## src/rtl/dual_dac_spi_tx.sv

```systemverilog
// rtl/dual_dac_spi_tx.sv - serialises X/Y beam codes to a dual 12-bit SPI DAC with a common LDAC strobe
module dual_dac_spi_tx #(
  parameter int         CLK_DIV  = 2,
  parameter logic [2:0] CFG_BITS = 3'b011
) (
  input  logic       clk,
  input  logic       reset,
  input  logic       enable,
  input  logic [7:0] xdac_in,
  input  logic [7:0] ydac_in,
  output logic       dac_cs_n,
  output logic       dac_sclk,
  output logic       dac_mosi,
  output logic       dac_ldac_n,
  output logic       busy,
  output logic       frame_done
);

  localparam int            CW       = $clog2(CLK_DIV + 1);
  localparam logic [CW-1:0] CNT_LAST = CW'(CLK_DIV - 1);

  typedef enum logic [2:0] {IDLE, SETUP, SHIFT, GAP, LDAC} state_t;

  state_t        state, state_n;
  logic [CW-1:0] cnt, cnt_n, cnt_inc;
  logic          cnt_last;
  logic [3:0]    bit_idx, bit_n, mosi_idx;
  logic          high, high_n;
  logic          ch, ch_n;
  logic [7:0]    x_hold, y_hold, x_hold_n, y_hold_n;
  logic [15:0]   word_n;

  always_comb begin
    state_n  = state;
    cnt_n    = cnt;
    bit_n    = bit_idx;
    high_n   = high;
    ch_n     = ch;
    x_hold_n = x_hold;
    y_hold_n = y_hold;
    cnt_last = (cnt == CNT_LAST);
    cnt_inc  = cnt_last ? '0 : cnt + CW'(1);
    case (state)
      IDLE: begin
        if (enable) begin
          state_n  = SETUP;
          cnt_n    = '0;
          bit_n    = 4'd15;
          ch_n     = 1'b0;
          x_hold_n = xdac_in;
          y_hold_n = ydac_in;
        end
      end
      SETUP: begin
        cnt_n = cnt_inc;
        if (cnt_last) begin
          state_n = SHIFT;
          high_n  = 1'b1;
        end
      end
      SHIFT: begin
        cnt_n = cnt_inc;
        if (cnt_last) begin
          if (high) begin
            high_n = 1'b0;
          end else if (bit_idx == 4'd0) begin
            state_n = GAP;
          end else begin
            bit_n  = bit_idx - 4'd1;
            high_n = 1'b1;
          end
        end
      end
      GAP: begin
        cnt_n = cnt_inc;
        if (cnt_last) begin
          if (ch) begin
            state_n = LDAC;
          end else begin
            state_n = SETUP;
            ch_n    = 1'b1;
            bit_n   = 4'd15;
          end
        end
      end
      LDAC: begin
        cnt_n = cnt_inc;
        if (cnt_last) state_n = IDLE;
      end
      default: state_n = IDLE;
    endcase

    // Outputs are registered from next-state values, so mosi leads with the bit
    // about to be sampled; in a LOW phase it already shows the following bit.
    word_n   = {ch_n, CFG_BITS, (ch_n ? y_hold_n : x_hold_n), 4'b0000};
    mosi_idx = (state_n == SHIFT && !high_n && bit_n != 4'd0) ? bit_n - 4'd1 : bit_n;
  end

  always_ff @(posedge clk) begin
    if (reset) begin
      state      <= IDLE;
      cnt        <= '0;
      bit_idx    <= 4'd15;
      high       <= 1'b0;
      ch         <= 1'b0;
      x_hold     <= 8'd0;
      y_hold     <= 8'd0;
      dac_cs_n   <= 1'b1;
      dac_sclk   <= 1'b0;
      dac_mosi   <= 1'b0;
      dac_ldac_n <= 1'b1;
      busy       <= 1'b0;
      frame_done <= 1'b0;
    end else begin
      state      <= state_n;
      cnt        <= cnt_n;
      bit_idx    <= bit_n;
      high       <= high_n;
      ch         <= ch_n;
      x_hold     <= x_hold_n;
      y_hold     <= y_hold_n;
      dac_cs_n   <= !(state_n == SETUP || state_n == SHIFT);
      dac_sclk   <= (state_n == SHIFT) && high_n;
      dac_mosi   <= (state_n == SETUP || state_n == SHIFT) ? word_n[mosi_idx] : 1'b0;
      dac_ldac_n <= (state_n != LDAC);
      busy       <= (state_n != IDLE);
      frame_done <= (state_n == LDAC) && (cnt_n == CNT_LAST);
    end
  end

endmodule

```

## config.mk

```make
export PLATFORM = sky130hd
export DESIGN_NAME = dual_dac_spi_tx
export DESIGN_NICKNAME = d
export VERILOG_FILES = /design/src/rtl/dual_dac_spi_tx.sv
export SDC_FILE = /design/constraint.sdc
export NUM_CORES = 1
export LEC_CHECK = 0
export BUFFER_PORTS_ARGS = -buffer_cell sky130_fd_sc_hd__clkbuf_2
export CORE_MARGIN = 2
export CORE_UTILIZATION = 40
export CTS_BUF_LIST = sky130_fd_sc_hd__clkbuf_8
export CTS_CLUSTER_DIAMETER = 60
export DETAILED_ROUTE_END_ITERATION = 10
export PLACE_DENSITY = 0.69
export SLEW_MARGIN = 0
export SYNTH_ARGS = -nofsm -noshare
export SYNTH_HDL_FRONTEND = slang
export SYNTH_SLANG_ARGS = --single-unit
```

## constraint.sdc

```tcl
create_clock -name clk -period 3.2 [get_ports clk]
set_clock_uncertainty 0.2 [all_clocks]
set_input_delay 0.48 -clock clk [delete_from_list [all_inputs] [get_ports clk]]
set_output_delay 0.48 -clock clk [all_outputs]
set_load 0.1 [all_outputs]
```

# Word-level counts from Yosys, hierarchy flattened
# Index checks and enable logic that the tools add are counted.
[word_totals] input_bits=19 regBits=33 out_inout_bits=6 wordCells=76
[classes] n_lt_le_gt_ge=1 reduce_logical=13 bitwise_logic=1 add_sub_neg=3 eq_ne=10 n_mux=35
[op_table] op="$mux 8" n=5
[op_table] op="$mux 4" n=7
[op_table] op="$mux 3" n=8
[op_table] op="$pmux 3 s5" n=1
[op_table] op="$pmux 4 s3" n=1
[op_table] op="$eq 3x2->1 const B" n=3
[op_table] op="$sub 4x1->4 const B" n=2
[op_table] op="$mux 1" n=7
[op_table] op="$eq 3x1->1 const B" n=2
[op_table] op="$eq 3x3->1 const B" n=2
[op_table] op="$lt 4x5->1 const B" n=1
[op_table] op="$bmux 1 s4" n=1
[op_table] op="$eq 2x1->1 const B" n=2
[op_table] op="$logic_and 1x1->1" n=4
[op_table] op="$logic_not 4->1" n=1
[op_table] op="$mux 2" n=2
[op_table] op="$pmux 1 s2" n=2
[op_table] op="$pmux 2 s2" n=1
[op_table] op="$reduce_bool 4->1" n=1
[op_table] op="$reduce_or 4->1" n=1
[op_table] op="$logic_not 3->1" n=1
[op_table] op="$ne 3x3->1 const B" n=1
[op_table] op="$reduce_bool 3->1" n=1
[op_table] op="$add 2x1->2 const B" n=1
[op_table] op="4 further kinds" n=5

# Depth between registers and ports, before layout
# Gate-level depths: netlist (run 1).
[logic_depth] word_depth=11 depth_mapped=13 ltp_nobuf=13

# Worst setup path after synthesis (run 1)
# Ideal clock, no wire load.
[synth_timing] kind="register -> register" start="register bit_idx[0]" end="register dac_mosi" stages_incl_launch_ff=13 required_time_ns=2.872 arrival_time_ns=2.619 setup_ns=0.128 path_slack_ns=0.253 synth_period_minus_slack_ns=2.947 path_buffers=1 cell_sequence="dfxtp_1 -> inv_1 -> ha_1 -> nor3b_1 -> nor4_2 -> a21oi_1 -> o221ai_2 -> buf_4 -> ha_1 -> mux4_2 -> and2_4 -> o211ai_2 -> o22ai_1"
[synth_between] elab_chain_len=11 word_cells_on_any_way=30 cone_classes="add/sub: 2; eq/ne: 2; mux: 18; bitwise: 1; reduce/logical: 7"
[synth_rtl] item="start, declared" line="27" rtl="logic [3:0] bit_idx, bit_n, mosi_idx;"
[synth_rtl] item="start signal, assigned" line="117" rtl="bit_idx <= bit_n;"
[synth_rtl] item="branches (longest 11 deep; another with $sub 4x1->4)"
[synth_rtl] item="end signal, assigned" line="124" rtl="dac_mosi <= (state_n == SETUP || state_n == SHIFT) ? word_n[mosi_idx] : 1'b0;"
[synth_rtl] item="end, declared" line="13" rtl="output logic dac_mosi,"
# Parallel ways; which one is timed is not known. The select of a mux whose other input is x is not followed.
# A chain may end at the register's enable or synchronous reset.

# Worst setup path in the final report (run 1)
[layout_timing] start="register bit_idx[1]" end="register dac_mosi"
# Same word-level chain as after synthesis.

==> results of run 1 <==
==> power breakdown <==
part / internal, W / switching (W) / total, W
logic: 0.0000944 / 0.000145 / 0.000240
clock network: 0.000195 / 0.000156 / 0.000351
registers: 0.000435 / 0.0000161 / 0.000451
==> cells in the final DEF, fill, tap and decap left out, types with 2 or more instances in the layout <==
cell / netlist / layout
nand2b_1: 8 / 8
nand3_1: 2 / 2
and3b_1: 2 / 2
o21a_1: 3 / 3
xnor2_1: 2 / 2
inv_1: 5 / 5
ha_1: 2 / 2
o211ai_2: 2 / 2
clkbuf_8: 0 / 7
and2_4: 2 / 2
nor3b_1: 3 / 3
o211ai_1: 9 / 9
or3_1: 2 / 2
o21ai_0: 7 / 7
a211oi_1: 3 / 3
buf_4: 2 / 15
nor4_1: 3 / 3
a21oi_1: 22 / 22
nor2b_1: 3 / 3
nand2_1: 44 / 44
nor2_1: 13 / 13
nor3_1: 3 / 3
mux2i_1: 7 / 7
nand4_1: 2 / 2
or2b_1: 2 / 2
dfxtp_1: 33 / 33
clkbuf_2: 0 / 24
o2111ai_1: 2 / 2
==> worst paths after layout <==
| check | startpoint | slack, ps | endpoint |
|---|---|---|---|
| worst min-delay path | ydac_in[5] | 210 | y_hold[5]$_SDFF_PP0_ |
| worst max-delay path | bit_idx[1]$_SDFF_PP1_ | 260 | dac_mosi$_SDFF_PP0_ |
| worst min register to register | y_hold[6]$_SDFF_PP0_ | 260 | y_hold[6]$_SDFF_PP0_ |
| worst max register to register | bit_idx[1]$_SDFF_PP1_ | 260 | dac_mosi$_SDFF_PP0_ |
==> layer usage <==
metal | vias up | part of all wire | global-route usage
met3 | 10 | 0.033 | 0.0361
li1 | 932 | - | -
met5 | - | 0 | 0
met2 | 32 | 0.45 | 0.252
met1 | 841 | 0.49 | 0.244
met4 | 0 | 0.030 | 0.0833
==> flip-flops by register name, indices dropped and copies added (netlist names) <==
register	flops
frame_done	1
dac_cs_n	1
ch	1
cnt	2
busy	1
y_hold	8
dac_mosi	1
high	1
dac_ldac_n	1
bit_idx	4
x_hold	8
dac_sclk	1
state	3
==> per-stage QoR <==
step                 util  instance area (sq um)  hold slack, ps  cells
floorplan               -                   2000             236    239
global placement    0.468                   2240             241    330
detailed placement  0.468                   2240             248    330
CTS                 0.489                   2340             203    338
global route        0.489                   2340             209    338
finish              0.489                   2340             210    338
==> worst max-delay path: cells and delay by family (launching register included) <==
kind	cells	cell delay [ps]
simple gates	4	870
compound gates	5	860
fa+ha+maj	2	480
flops	1	350
buf+inv	1	50
==> layout make-up <==
cell class | count | area share
Sequential cell | 33 | 0.282
Tap cell | 67 | 0.0358
Clock buffer | 7 | 0.0412
Clock inverter | 1 | 0.00214
Timing Repair Buffer | 39 | 0.0995
Multi-Input combinational cell | 185 | 0.529
Inverter | 6 | 0.00963
==> kinds of logic (layout without fill, tap and decap cells) <==
| kind of cell | after synthesis | after routing | synth area share |
|---|---|---|---|
| multiplexers | 9 | 9 | 0.0518 |
| AND/OR/NAND/NOR | 106 | 106 | 0.294 |
| flip-flops | 33 | 33 | 0.330 |
| adder cells (fa/ha/maj) | 2 | 2 | 0.0125 |
| buffers and inverters | 21 | 53 | 0.0524 |
| AO/OA/AOI/OAI | 66 | 66 | 0.251 |
| XOR/XNOR | 2 | 2 | 0.00874 |
==> impl_results.md, run 1 <==
- Clock transition at the registers of the reported paths: ~70 ps
- CTS Root Cell: clkbuf_8
- Top FF cell, synth: dfxtp_1
- Highest-delay cell along the critical path: nor4_2
- Pin count of the biggest net entering global routing: 30
- Endpoints failing setup: 0
- Worst-Margin Slew: ~650 ps
- Syn Std Cell Area: about 0.0020 sq mm
- Element type at the critical path start: flip-flop
- DR DRC count: 0
- Hold-fix buffers, CTS: 0
- Via count: between 1500 and 2000
- Register area: 661 sq um
- Via/cell ratio: 5.37
- ANT cells: 0
- Hold Violations, Final: 0
- Number of synthesized flops with an enable pin: 0
- Final net count: between 200 and 300
- Fill count: approximately 460
- CTS Buf Count: 5
- Final setup margin: between 200 and 300 ps
- YS warnings: 0
- Yosys top cell by area: dfxtp_1
- Final setup TNS: 0 ps
- Leak Pwr: approximately 0.92 nW
- Routed Antenna Nets: 0
- IO buf count: 24
- Synth top area cells: dfxtp_1, nand2_1, a21oi_1
- Dpl hpwl: 3270 um
- Area of the multi-input gates: 0.00124 sq mm
- Final slew viol count: 0
- Die width: 74.8 um
- Gpl congestion: 0.853
- Crit Path Max Fanout: 5
- H-tree depth: 2
- Setup crit end kind: flip-flop
- Synth async-reset ratio: 0
- Clock sinks: 33
- Crit share post-route: 0.917
- Number of global-route vias before repair: about 1600
- DR iter-0 viols: 60
- Worst-path cell chain: inv_1 -> ha_1 -> nor3b_1 -> nor4_2 -> a21oi_1 -> o221ai_2 -> ha_1 -> nand3_2 -> and2_4 -> a211oi_1 -> o311a_1 -> o22ai_1
- Post-CTS Setup Bufs: 0
- Power Dens Cells: between 400 and 500 mW/mm^2
- Die area: 0.00559 sq mm
- RSZ-0062 raised after global routing: false
- CTS max path bufs: 2
- Initial Util: 0.419
- Initial antenna violation count: 0
- Unique masters post-synth: 67
- Cells after Synth: approximately 240
- PostCTS Resize Cnt: 0
- VDD IR max: 0.289 mV
- Syn-to-layout area delta: 16.7%
- Status: finished, final reports clean
- Crit-path most repeated cell: ha_1
- Synth Net Count: 260
- CP peak stage delay: roughly 370 ps
- Share of cells above drive strength 1: 0.251
- Top-count cell post-synth: nand2_1
- Reg2reg path depth: 12
- Register area share after synthesis: 0.330
- Setup CP Type: reg -> reg
- Min Tclk post-route: about 3000 ps
- Post-synth top area share: 0.330
- Global-route wire length before repair: 7460 um
- Hold Crit Class: in -> reg
- Arrival time worst endpoint: around 2900 ps
- Hold depth: 3
- Gr usage total: 0.173
- Clock Latency Late Sink: 280 ps
- Register bit total from synthesis: 33
- Row count: 25
- Post-Route WL: around 4500 um
- Req. time, crit path: approximately 3200 ps
- Core region area: around 0.0048 sq mm
- Place WS: about 290 ps
- Max_cap viols: 0
- Design Power: 0.00104 W
- TritonRoute pass-1 iters: 4
- Worst slew margin: 0.558
- GR Overflow Total: 0
- CTS tree: yes
- Avg Cell Area, Syn: between 8 and 9 sq um
- Fmax: between 300 and 400 MHz
- Synth top cells by count: nand2_1, dfxtp_1, a21oi_1
- Top Ports: 25
- Die Span Y: 74.8 um
- Drt wl/cell: 13.2 um
Power figures use the tool's default switching activity.
==> run 2: changes to the inputs <==
BUFFER_PORTS_ARGS = default   (was -buffer_cell sky130_fd_sc_hd__clkbuf_2)
DONT_BUFFER_PORTS = 1   (was default)
PLACE_DENSITY = 0.64   (was 0.69)
==> run 2 against run 1 <==
Register-to-register slack got worse by 210 ps. Wire length grew 1.7%. Via count is 4.0% lower. Sequential cell count is the same. Global-route usage grew 0.56 points. First-iteration DRC count grew 88%. Critical path depth decreased by 3. Non-clock buffer count decreased by 26. Total power up 4.4%. Cell area is 4.7% lower. Critical endpoint unchanged. Largest power group unchanged.
==> impl_results.md, run 2 (synthesis results as in run 1) <==
- Status: finished, final reports clean (unchanged)
- Crit Path Max Fanout: 16 (was 5)
- Hold Crit Class: in -> reg (unchanged)
- Gpl congestion: 0.791 (was 0.853)
- Clock sinks: 33 (unchanged)
- Number of global-route vias before repair: 1571 (was 1578)
- Worst-path cell chain: or3b_1 -> nor4_2 -> a21oi_1 -> o221ai_2 -> buf_4 -> mux4_2 -> and2_4 -> o211ai_2 -> o22ai_1 (was inv_1 -> ha_1 -> nor3b_1 -> nor4_2 -> a21oi_1 -> o221ai_2 -> ha_1 -> nand3_2 -> and2_4 -> a211oi_1 -> o311a_1 -> o22ai_1)
- Die width: 74.8 um (unchanged)
- Hold-fix buffers, CTS: 0 (unchanged)
- Hold Crit Start: reset (was ydac_in[5])
- Min Tclk post-route: 3140 ps (was 2940 ps)
- Syn-to-layout area delta: 11.3% (was 16.7%)
- CTS Root Cell: clkbuf_8 (unchanged)
- Most common cell after layout, fill and taps aside: nand2_1 (unchanged)
- Worst path depth: 9 (was 12)
- CTS Buf Count: 5 (unchanged)
- Highest-delay cell along the critical path: mux4_2 (was nor4_2)
- Row count: 25 (unchanged)
- Initial Util: 0.419 (unchanged)
- Max_cap viols: 0 (unchanged)
- Top delay family on crit path: simple AND/OR/NAND/NOR gates (unchanged)
- Endpoints failing setup: 0 (unchanged)
- Arrival time worst endpoint: 3100 ps (was 2900 ps)
- Design Area, Final: 0.00223 sq mm (was 0.00234 sq mm)
- Reg2reg path depth: 9 (was 12)
- Setup crit end kind: flip-flop (unchanged)
- Die area: 0.00559 sq mm (unchanged)
- Reg2reg end: dac_mosi$_SDFF_PP0_ (unchanged)
- H-tree depth: 2 (unchanged)
- Final setup TNS: 0 ps (unchanged)
- Pin count of the biggest net entering global routing: 30 (unchanged)
- Post-Route WL: 4540 um (was 4470 um)
- Clock transition at the registers of the reported paths: 70 ps (about the same)
- Power Dens Cells: 488 mW/mm^2 (was 445 mW/mm^2)
- Routed Antenna Nets: 0 (unchanged)
- Final net count: 265 (was 291)
- DR iter-0 viols: 113 (was 60)
- Dpl hpwl: 3230 um (was 3270 um)
- DP Area: 0.00210 sq mm (was 0.00224 sq mm)
- DR DRC count: 0 (unchanged)
- R2R setup slack: 60 ps (was 260 ps)
- CTS tree: yes (unchanged)
- Initial antenna violation count: 0 (unchanged)
- Setup CP Type: reg -> reg (unchanged)
- ANT cells: 0 (unchanged)
- GR Overflow Total: 0 (unchanged)
- Crit share post-route: 0.982 (was 0.917)
- Gr usage total: 0.179 (was 0.173)
- Worst setup path endpoint: dac_mosi$_SDFF_PP0_ (unchanged)
- Via/cell ratio: 5.59 (was 5.37)
- CP peak stage delay: 520 ps (was 370 ps)
- Crit. Startpoint: state[0]$_SDFF_PP0_ (was bit_idx[1]$_SDFF_PP1_)
- Hold Violations, Final: 0 (unchanged)
- Global-route wire length before repair: 7730 um (was 7460 um)
- Top flop regs: x_hold (8), y_hold (8), bit_idx (4) (unchanged)
- Fmax: 318 MHz (was 341 MHz)
- Cell count after placement: 303 (was 330)
- CTS max path bufs: 2 (unchanged)
- Commonest cells after routing, fill and taps aside: nand2_1, dfxtp_1, a21oi_1 (was nand2_1, dfxtp_1, clkbuf_2)
- Bufs and invs on worst path: 1 (unchanged)
- Top Ports: 25 (unchanged)
- Die Span Y: 74.8 um (unchanged)
- Req. time, crit path: 3160 ps (about the same)
- Worst r2r src: state[0]$_SDFF_PP0_ (was bit_idx[1]$_SDFF_PP1_)
- Final std cells w/o fill: 312 (was 338)
- Core region area: 0.00479 sq mm (unchanged)
- Element type at the critical path start: flip-flop (unchanged)
- Worst-Margin Slew: 942 ps (was 654 ps)
- Share of cells above drive strength 1: 0.180 (was 0.251)
- Final slew viol count: 0 (unchanged)
- Hold Slack: 52.9 ps (was 210 ps)
- IO buf count: 0 (was 24)
- Drt wl/cell: 14.5 um (was 13.2 um)
- Design Power: 0.00109 W (was 0.00104 W)
- Worst slew margin: 0.371 (was 0.558)
- Clock Latency Late Sink: 280 ps (about the same)
- VDD IR max: 0.257 mV (was 0.289 mV)
- Via count: 1743 (was 1815)
- Leak Pwr: 0.812 nW (was 0.919 nW)
- TritonRoute pass-1 iters: 4 (unchanged)
## run 2: cell count changes in the layout (fill, tap and decap cells not counted), sizes merged
cell / previous run / this run
clkbuf: 31 / 6
buf: 15 / 13
bufinv: 0 / 1
clkinvlp: 0 / 1
clkinv: 1 / 0
## run 2: power by group
part,internal [W],leakage (nW),switching [W]
combinational,0.0000829,0.484,0.000107
clock,0.000253,0.0574,0.000162
sequential,0.000435,0.270,0.0000483
## run 2: how the worst min path moves through the flow
stage | endpoint | slack [ps] | cells past startpoint
after floorplan | x_hold[6]$_SDFF_PP0_ | 240 | 2
after global placement | x_hold[6]$_SDFF_PP0_ | 240 | 2
after detailed placement | x_hold[7]$_SDFF_PP0_ | 240 | 2
after CTS | y_hold[3]$_SDFF_PP0_ | 40 | 1
after global routing | y_hold[3]$_SDFF_PP0_ | 40 | 1
final | y_hold[3]$_SDFF_PP0_ | 50 | 1
## run 2: worst register-to-register path: stages (launching register included)
cell,delay [ps]
dfxtp_1,460
or3b_1,500
nor4_2,360
a21oi_1,160
o221ai_2,200
buf_4,220
mux4_2,520
and2_4,170
o211ai_2,150
o22ai_1,80
## run 2: layer usage
layer	vias up	track usage	routed length, um
met5	-	0	0
met4	0	0.0675	63
met1	826	0.260	2220
met2	34	0.262	2090
li1	877	-	-
met3	6	0.0348	172
## run 2: metrics by stage
step	worst slack (ps)	util
6_report	57.9	0.466
2_1_floorplan	253	-
3_3_place_gp	193	0.438
3_5_place_dp	169	0.438
5_1_grt	-55.6	0.466
4_1_cts	127	0.463
## run 2: layout make-up
class	count	area, sq um
Fill cell	459	2550
Tap cell	67	83.8
Timing Repair Buffer	13	97.6
Clock inverter	2	37.5
Sequential cell	33	661
Multi-Input combinational cell	185	1250
Inverter	6	22.5
Clock buffer	6	82.6
## run 2: what timing repair did
action	CTS	global route
setup buffers	0	1
endpoints found under the setup margin	0	1
gates resized for setup	0	2
==> run 3: changes to the inputs <==
RECOVER_POWER = 25   (was default)
==> run 3 against run 2 <==
Worst setup slack worse by 9.0 ps. Combinational power about the same. Hold slack worse by 3.3 ps. Maximum frequency fell by 0.28%. Die area unchanged. Clock power about the same. First-iteration DRC count is 6.2% lower. Largest cell class unchanged.
==> impl_results.md, run 3 (synthesis results as in run 1) <==
- Row count: 25 (unchanged)
- Hold Slack: 49.6 ps (was 52.9 ps)
- Power Dens Cells: 489 mW/mm^2 (was 488 mW/mm^2)
- Hold depth: 1 (unchanged)
- Req. time, crit path: 3160 ps (about the same)
- CTS Root Cell: clkbuf_8 (unchanged)
- Routed Antenna Nets: 0 (unchanged)
- Drt wl/cell: 14.4 um (was 14.5 um)
- Routing usage on met1: 0.260 (unchanged)
- Fmax: 317 MHz (was 318 MHz)
- Endpoints failing setup: 0 (unchanged)
- TritonRoute pass-1 iters: 4 (unchanged)
- Gpl congestion: 0.791 (unchanged)
- Share of cells above drive strength 1: 0.167 (was 0.180)
- CTS tree: yes (unchanged)
- Reg2reg path depth: 9 (unchanged)
- Pin count of the biggest net entering global routing: 30 (unchanged)
- DP Area: 0.00210 sq mm (unchanged)
- IO buf count: 0 (unchanged)
- CTS Buf Count: 5 (unchanged)
- GR met3 Demand/Resource: 0.0348 (unchanged)
- Top flop regs: x_hold (8), y_hold (8), bit_idx (4) (unchanged)
- Crit Path Max Fanout: 16 (unchanged)
- Design Power: 0.00109 W (about the same)
- Final setup TNS: 0 ps (unchanged)
- Cell count after placement: 303 (unchanged)
- Clock Latency Late Sink: 290 ps (was 280 ps)
- Bufs and invs on worst path: 1 (unchanged)
- Dpl hpwl: 3230 um (unchanged)
- DR DRC count: 0 (unchanged)
- Via/cell ratio: 5.56 (was 5.59)
- VDD IR max: 0.254 mV (was 0.257 mV)
- Min Tclk post-route: 3150 ps (was 3140 ps)
- Top Ports: 25 (unchanged)
- Post-Route WL: 4510 um (was 4540 um)
- Final std cells w/o fill: 312 (unchanged)
- Max_cap viols: 0 (unchanged)
- Clock sinks: 33 (unchanged)
- Final slew viol count: 0 (unchanged)
- ANT cells: 0 (unchanged)
- Gr usage total: 0.179 (unchanged)
- Highest-delay cell along the critical path: mux4_2 (unchanged)
- Worst path depth: 9 (unchanged)
- Status: finished, final reports clean (unchanged)
- Global-route wire length before repair: 7730 um (unchanged)
- Most crowded layer after global routing: met2 (unchanged)
- Element type at the critical path start: flip-flop (unchanged)
- Arrival time worst endpoint: 3110 ps (was 3100 ps)
- Leak Pwr: 0.803 nW (was 0.812 nW)
- Hold Crit Class: in -> reg (unchanged)
- Setup crit end kind: flip-flop (unchanged)
- Core region area: 0.00479 sq mm (unchanged)
- CP peak stage delay: 520 ps (about the same)
- Number of global-route vias before repair: 1571 (unchanged)
- DR iter-0 viols: 106 (was 113)
- Hold-fix buffers, CTS: 0 (unchanged)
- Die area: 0.00559 sq mm (unchanged)
- Via count: 1736 (was 1743)
- Crit share post-route: 0.985 (was 0.982)
- Die width: 74.8 um (unchanged)
- H-tree depth: 2 (unchanged)
- Worst-Margin Slew: 942 ps (about the same)
- Design Area, Final: 0.00222 sq mm (was 0.00223 sq mm)
- Initial Util: 0.419 (unchanged)
- Final net count: 265 (unchanged)
- CTS max path bufs: 2 (unchanged)
- Syn-to-layout area delta: 10.7% (was 11.3%)
- Clock transition at the registers of the reported paths: 70 ps (about the same)
- Top delay family on crit path: simple AND/OR/NAND/NOR gates (unchanged)
- R2R setup slack: 50 ps (was 60 ps)
- Setup CP Type: reg -> reg (unchanged)
- Initial antenna violation count: 0 (unchanged)
- Most common cell after layout, fill and taps aside: nand2_1 (unchanged)
- Worst slew margin: 0.371 (about the same)
- M2 GR Usage: 0.262 (unchanged)
- Commonest cells after routing, fill and taps aside: nand2_1, dfxtp_1, a21oi_1 (unchanged)
- Hold Violations, Final: 0 (unchanged)
- GR Overflow Total: 0 (unchanged)
- Die Span Y: 74.8 um (unchanged)
- Worst-path cell chain: or3b_1 -> nor4_2 -> a21oi_1 -> o221ai_2 -> buf_4 -> mux4_2 -> and2_4 -> o211ai_2 -> o22ai_1 (unchanged)
## run 3: changes by cell type in the layout (fill, tap and decap cells not counted), sizes merged
cell	previous run	this run
clkbuf	6	8
buf	13	11
## run 3: worst paths after layout
kind	to	start
max	dac_mosi$_SDFF_PP0_	state[0]$_SDFF_PP0_
min	y_hold[3]$_SDFF_PP0_	reset
max reg2reg	dac_mosi$_SDFF_PP0_	state[0]$_SDFF_PP0_
min reg2reg	x_hold[7]$_SDFF_PP0_	x_hold[7]$_SDFF_PP0_
## run 3: layer usage
metal	part of all wire	routed length, um
met1	0.49	2200
met2	0.46	2060
met3	0.041	187
met4	0.014	63
met5	0	0
## run 3: worst register-to-register path: cells and delay by family (launching register included)
family / cells / cell delay [ps]
AND/OR/NAND/NOR: 3 / 1030
multiplexers: 1 / 520
AO/OA/AOI/OAI: 4 / 590
buffers and inverters: 1 / 220
flip-flops: 1 / 460
## run 3: report_power, final
part / switching, W / leakage (nW) / internal (W)
combinational: 0.000106 / 0.475 / 0.0000803
sequential: 0.0000484 / 0.270 / 0.000435
clock: 0.000162 / 0.0574 / 0.000253
## run 3: final cells by class
cell class	instances	area [sq um]
fillers	463	2570
multi-input cells	185	1240
flip-flops and latches	33	661
repair buffers	13	90.1
well taps	67	83.8
clock buffers	6	82.6
clock inverters	2	37.5
inverters	6	22.5
## run 3: timing repair
action | in CTS | in global routing
buffers inserted | 0 | 1
hold endpoints to repair | 0 | 0
gates resized for setup | 0 | 2
endpoints found under the setup margin | 0 | 1
## run 3: through the flow
step	utilization	setup WS [ps]
2_1_floorplan	-	253
3_3_place_gp	0.438	193
3_5_place_dp	0.438	169
4_1_cts	0.463	127
5_1_grt	0.464	-51.1
6_report	0.464	48.9
